<file path="src/rtl/lsu_dmem_master.sv">
// lsu_dmem_master: load/store unit that initiates accesses on a word-wide data memory.
// Accepts one CPU load/store at a time (byte/half/word, signed/unsigned loads).
// Sub-word stores are done as read-modify-write, and sub-word loads are extracted and extended.
// Misaligned accesses and the illegal size code are rejected without a memory cycle.
//
// Ports:
//   clk, rst_n          clock, asynchronous active-low reset
//   req_valid/req_ready request handshake (req_ready high only in IDLE)
//   req_we              1 = store, 0 = load
//   req_size            0 byte, 1 half, 2 word, 3 illegal
//   req_unsigned        zero-extend sub-word loads
//   req_addr            byte address
//   req_wdata           right-justified store data
//   resp_valid          one-cycle completion pulse
//   resp_rdata          extended load data (0 for stores and errors)
//   resp_err            misaligned / illegal size, valid with resp_valid
//   mem_addr            word-aligned memory address
//   mem_wd, mem_we      memory write data / write enable
//   mem_rd              memory read data (same cycle, or one cycle late if RD_SYNC)
module lsu_dmem_master #(
  parameter int unsigned RD_SYNC = 0
) (
  input  logic        clk,
  input  logic        rst_n,
  input  logic        req_valid,
  output logic        req_ready,
  input  logic        req_we,
  input  logic [1:0]  req_size,
  input  logic        req_unsigned,
  input  logic [31:0] req_addr,
  input  logic [31:0] req_wdata,
  output logic        resp_valid,
  output logic [31:0] resp_rdata,
  output logic        resp_err,
  output logic [31:0] mem_addr,
  output logic [31:0] mem_wd,
  output logic        mem_we,
  input  logic [31:0] mem_rd
);

  localparam int unsigned XLEN = 32;
  localparam logic [1:0] SZ_B = 2'd0;
  localparam logic [1:0] SZ_H = 2'd1;
  localparam logic [1:0] SZ_W = 2'd2;

  typedef enum logic [2:0] {
    S_IDLE,
    S_WAIT,
    S_ACCESS,
    S_WRITE,
    S_RESP
  } state_t;

  state_t            state_q, state_d;
  logic              we_q, we_d;
  logic [1:0]        size_q, size_d;
  logic              uns_q, uns_d;
  logic              err_q, err_d;
  logic [1:0]        lane_q, lane_d;
  logic [15:0]       wdata_q, wdata_d;
  logic [XLEN-1:0]   rd_q, rd_d;
  logic [XLEN-1:0]   mem_addr_d, mem_wd_d;
  logic              misalign_c;
  logic              needs_read_c;

  // Replace the addressed byte or halfword lane of a memory word.
  function automatic logic [31:0] merge_lane(input logic [31:0] word,
                                             input logic [15:0] data,
                                             input logic [1:0]  size,
                                             input logic [1:0]  lane);
    logic [31:0] r;
    r = word;
    if (size == SZ_B) r[{lane, 3'b000} +: 8] = data[7:0];
    else              r[{lane[1], 4'b0000} +: 16] = data;
    return r;
  endfunction

  // Select the addressed lane of a memory word and sign/zero extend it.
  function automatic logic [31:0] extract_lane(input logic [31:0] word,
                                               input logic [1:0]  size,
                                               input logic [1:0]  lane,
                                               input logic        uns);
    logic [7:0]  b;
    logic [15:0] h;
    logic [31:0] r;
    b = word[{lane, 3'b000} +: 8];
    h = word[{lane[1], 4'b0000} +: 16];
    case (size)
      SZ_B:    r = uns ? {24'd0, b} : {{24{b[7]}}, b};
      SZ_H:    r = uns ? {16'd0, h} : {{16{h[15]}}, h};
      default: r = word;
    endcase
    return r;
  endfunction

  assign misalign_c = (req_size == 2'd3) ||
                      (req_size == SZ_H && req_addr[0]) ||
                      (req_size == SZ_W && req_addr[1:0] != 2'b00);
  // Loads and sub-word stores read memory; only word stores skip the read.
  assign needs_read_c = !req_we || (req_size != SZ_W);

  // State and datapath registers.
  always_ff @(posedge clk or negedge rst_n) begin
    if (!rst_n) begin
      state_q  <= S_IDLE;
      we_q     <= 1'b0;
      size_q   <= 2'd0;
      uns_q    <= 1'b0;
      err_q    <= 1'b0;
      lane_q   <= 2'd0;
      wdata_q  <= 16'd0;
      rd_q     <= '0;
      mem_addr <= '0;
      mem_wd   <= '0;
    end else begin
      state_q  <= state_d;
      we_q     <= we_d;
      size_q   <= size_d;
      uns_q    <= uns_d;
      err_q    <= err_d;
      lane_q   <= lane_d;
      wdata_q  <= wdata_d;
      rd_q     <= rd_d;
      mem_addr <= mem_addr_d;
      mem_wd   <= mem_wd_d;
    end
  end

  // Next-state and register updates.
  always_comb begin
    state_d    = state_q;
    we_d       = we_q;
    size_d     = size_q;
    uns_d      = uns_q;
    err_d      = err_q;
    lane_d     = lane_q;
    wdata_d    = wdata_q;
    rd_d       = rd_q;
    mem_addr_d = mem_addr;
    mem_wd_d   = mem_wd;

    case (state_q)
      S_IDLE: begin
        if (req_valid) begin
          we_d    = req_we;
          size_d  = req_size;
          uns_d   = req_unsigned;
          err_d   = misalign_c;
          lane_d  = req_addr[1:0];
          wdata_d = req_wdata[15:0];
          if (misalign_c) begin
            state_d = S_RESP;
          end else begin
            mem_addr_d = {req_addr[31:2], 2'b00};
            // Word store data is presented directly during ACCESS.
            if (req_we && req_size == SZ_W) mem_wd_d = req_wdata;
            if (RD_SYNC != 0 && needs_read_c) state_d = S_WAIT;
            else                              state_d = S_ACCESS;
          end
        end
      end
      S_WAIT: state_d = S_ACCESS;
      S_ACCESS: begin
        if (!we_q) begin
          rd_d    = mem_rd;
          state_d = S_RESP;
        end else if (size_q == SZ_W) begin
          state_d = S_RESP;
        end else begin
          mem_wd_d = merge_lane(mem_rd, wdata_q, size_q, lane_q);
          state_d  = S_WRITE;
        end
      end
      S_WRITE: state_d = S_RESP;
      S_RESP:  state_d = S_IDLE;
      default: state_d = S_IDLE;
    endcase
  end

  // Handshake and memory strobes decode directly from the state register.
  assign req_ready  = (state_q == S_IDLE);
  assign resp_valid = (state_q == S_RESP);
  assign resp_err   = (state_q == S_RESP) && err_q;
  assign mem_we     = (state_q == S_WRITE) ||
                      (state_q == S_ACCESS && we_q && size_q == SZ_W);
  assign resp_rdata = (state_q == S_RESP && !we_q && !err_q) ?
                      extract_lane(rd_q, size_q, lane_q, uns_q) : '0;

endmodule

</file>
<file path="config.mk">
export PLATFORM = sky130hd
export DESIGN_NAME = lsu_dmem_master
export DESIGN_NICKNAME = d
export VERILOG_FILES = /design/src/rtl/lsu_dmem_master.sv
export SDC_FILE = /design/constraint.sdc
export NUM_CORES = 1
export LEC_CHECK = 0
export CAP_MARGIN = 20
export CORE_UTILIZATION = 40
export CTS_CLUSTER_SIZE = 8
export DETAILED_ROUTE_END_ITERATION = 12
export GPL_ROUTABILITY_DRIVEN = 0
export HOLD_SLACK_MARGIN = 0.15
export MAX_ROUTING_LAYER = met4
export PLACE_DENSITY = 0.7
export SYNTH_ARGS = -nofsm -noshare
export SYNTH_HDL_FRONTEND = slang
export SYNTH_SLANG_ARGS = --single-unit
</file>
<file path="constraint.sdc">
create_clock -name clk -period 2.9 [get_ports clk]
set_input_delay 0.29 -clock clk [delete_from_list [all_inputs] [get_ports clk]]
set_output_delay 0.29 -clock clk [all_outputs]
set_load 0.02 [all_outputs]
</file>
==> qor.yml <==
clock_tree:
  cts_made_buffers: 17
  root_buffer: "clkbuf_16"
  cts_sinks: 120
  h-tree-depth: 4
  cts.reportedPaths.clkPinSlew_ns: 0.06
  cts_tree: "yes"
  insertion_delay_ns: 0.43
  clockBufferDepth: 2
detailed_routing:
  postRouteAntennaNets: 0
  via_per_inst: 5.51
  drc: 0
  vias: 6349
  detail_route.wl_per_cell_microns: 18.6
  dr.first_iter.drc_count: 467
  drt_wl_total_microns: 21500
  dr.pass1.iters: 7
power:
  leakagePower_nw: 4.13
  peakVddDrop_mv: 0.713
  cellPowerDensity_nw_per_um2: 1170
  power_mw: 11.3
critical_path:
  cp.required_ns: 2.61
  cp.arrival_ns: 2.51
  critPathSlowestCell: "clkdlybuf4s50_1"
  cp_cell_sequence: "buf_12, nand2b_1, o22ai_1, a2111oi_4, buf_4, clkdlybuf4s50_1"
  path_class: "reg2out"
  crit_fanout: 51
  end_kind: "output port"
  cp-start-kind: "flop"
  cpPeakStageDelay_ns: 0.59
yosys:
  syn_area_per_cell_sq_um: 9.36
  yosys.area.top_type: "dfrtp_1"
  ys.flop_type: "dfrtp_1"
  synth_cell_type_count: 44
  netlist_area_sq_um: 6830
  synth_common_cells: "dfrtp_1 (120), nand2_1 (100), inv_1 (63), mux2i_1 (48), mux2_2 (47)"
  synth_area_leaders: "dfrtp_1 (44%), mux2_2 (7.7%), mux2i_1 (7.0%), nand2_1 (5.5%), inv_1 (3.5%)"
  yosys.area.top_type_share_pct: 43.9
  ys_ff_latch: 120
  synth_edf_count: 0
  yosysWarnings: 0
  ys_seq_area_share_pct: 43.9
  synthCells: 730
  async_flop_share_pct: 100
  synth.most_common_cell: "dfrtp_1"
timing:
  setup_viol: 0
  period_share_pct: 96.5
  final.setup.tns_ns: 0
  tightestPinTransition_ns: 0.875
  slew_viol_final: 0
  clock.fmax_mhz: 357
  hold_viol: 0
  maxSlewHeadroom_pct: 41.5
  rsz0062_at_grt: "yes"
  worst_hold_slack_ns: 0.400
  period_minus_slack_ns: 2.80
  skew_ns: 0.00550
layout:
  final_util_pct: 58.5
  instances_no_fill: 1153
  n_antenna_cell: 0
  layout.nets: 1028
  drive_above_1_share_pct: 14.4
  area_growth_pct: 42.4
die:
  fp.dieH_microns: 133
  rows: 47
  die_x_microns: 133
  start_util_pct: 41.1
  die_area_sq_um: 17600
  coreArea_sq_um: 16600
  io_pins: 203
global_route:
  grt_usage_pct: 26.2
  antenna_found_initial: 0
  grt_max_degree: 57
  grt_pass1_vias: 6483
  grt_pass1_wl_microns: 34200
  grt.overflow.total: 0
run:
  max-cap-violations: 0
status:
  outcome: "finished clean"
place:
  io_buffers: 200
  placed_cells: 1119
  dp.final_hpwl_microns: 15800
hold_path:
  hold_path_class: "in2reg"
==> critical path: cells and delay by family (launching register included) <==
| family | cells | cell delay [ns] |
|---|---|---|
| flip-flops | 1 | 0.44 |
| buffers and inverters | 3 | 0.97 |
| AND/OR/NAND/NOR | 1 | 0.13 |
| AO/OA/AOI/OAI | 2 | 0.54 |
==> final timing paths <==
kind                               from            end  slack (ns)  cells past startpoint
max                           lane_q[1]  resp_rdata[7]        0.10                      6
min                        req_unsigned          uns_q        0.40                      3
max reg2reg                   lane_q[1]     mem_wd[11]        0.45                      7
min reg2reg                   mem_wd[4]      mem_wd[4]        0.50                      1
max in group asynchronous         rst_n     mem_wd[14]        1.59                      3
min in group asynchronous         rst_n     mem_wd[26]        0.43                      2
==> placed cells by master, fill, tap and decap left out, types with 24 or more instances in the layout <==
cell type,instances
o22ai_1,25
nand2_1,100
clkdlybuf4s50_1,181
nor2b_1,34
mux2i_1,48
mux2_2,47
o21ai_0,38
a21oi_1,34
inv_1,63
a211o_1,24
dfrtp_1,117
==> cells by family (layout without fill, tap and decap cells) <==
logic type / count (synthesis) / in the layout / share of synthesized area [%]
other cells: 1 / 2 / 0.0549
mux: 97 / 97 / 15.3
simple gates: 205 / 205 / 14.1
compound gates: 183 / 183 / 18.2
flops: 120 / 120 / 43.9
fa+ha+maj: 5 / 5 / 0.916
buf+inv: 119 / 321 / 7.54
==> what timing repair did <==
action / in CTS / in global routing
gates cloned: 0 / 0
endpoints found under the setup margin: 28 / 22
pin swaps: 1 / 0
hold buffers: 1 / 0
endpoints found under the hold margin: 46 / 0
gates resized for setup: 23 / 13
buffers inserted: 1 / 0
==> stage by stage <==
stage | cell area, sq um | setup WS, ns
2_1_floorplan | 6840 | 0.335
3_3_place_gp | 9050 | 0.0663
3_5_place_dp | 9050 | 0.0166
4_1_cts | 9710 | 0.00124
5_1_grt | 9730 | -0.0101
6_report | 9730 | 0.101
==> area by class of cell <==
type | count | area (sq um)
Inverter | 63 | 236
Tap cell | 220 | 275
Multi-Input combinational cell | 492 | 3360
Timing Repair Buffer | 226 | 2210
Clock buffer | 18 | 439
Clock inverter | 14 | 195
Sequential cell | 120 | 3010
Fill cell | 1499 | 6910
==> state kept, by name (all words and copies together) (netlist names) <==
| signal | flops |
|---|---|
| err_q | 1 |
| lane_q | 2 |
| mem_addr | 30 |
| mem_wd | 32 |
| rd_q | 32 |
| size_q | 2 |
| state_q | 3 |
| uns_q | 1 |
| wdata_q | 16 |
| we_q | 1 |
==> metal layers <==
metal	vias up	global-route usage, %	share of wire (%)
met5	-	-	0
met2	294	40.6	47
met1	3069	31.8	42
met3	43	7.62	8.1
met4	0	11.2	3.2
li1	2943	-	-
==> report_power, final <==
part / total (mW) / leakage (nW) / switching (mW) / internal (mW)
clock: 2.28 / 0.299 / 0.817 / 1.46
combinational: 5.81 / 2.39 / 3.27 / 2.54
sequential: 3.26 / 1.44 / 0.732 / 2.53
total: 11.3 / 4.13 / 4.82 / 6.53
Note: power is estimated with default switching activity, not from simulation.
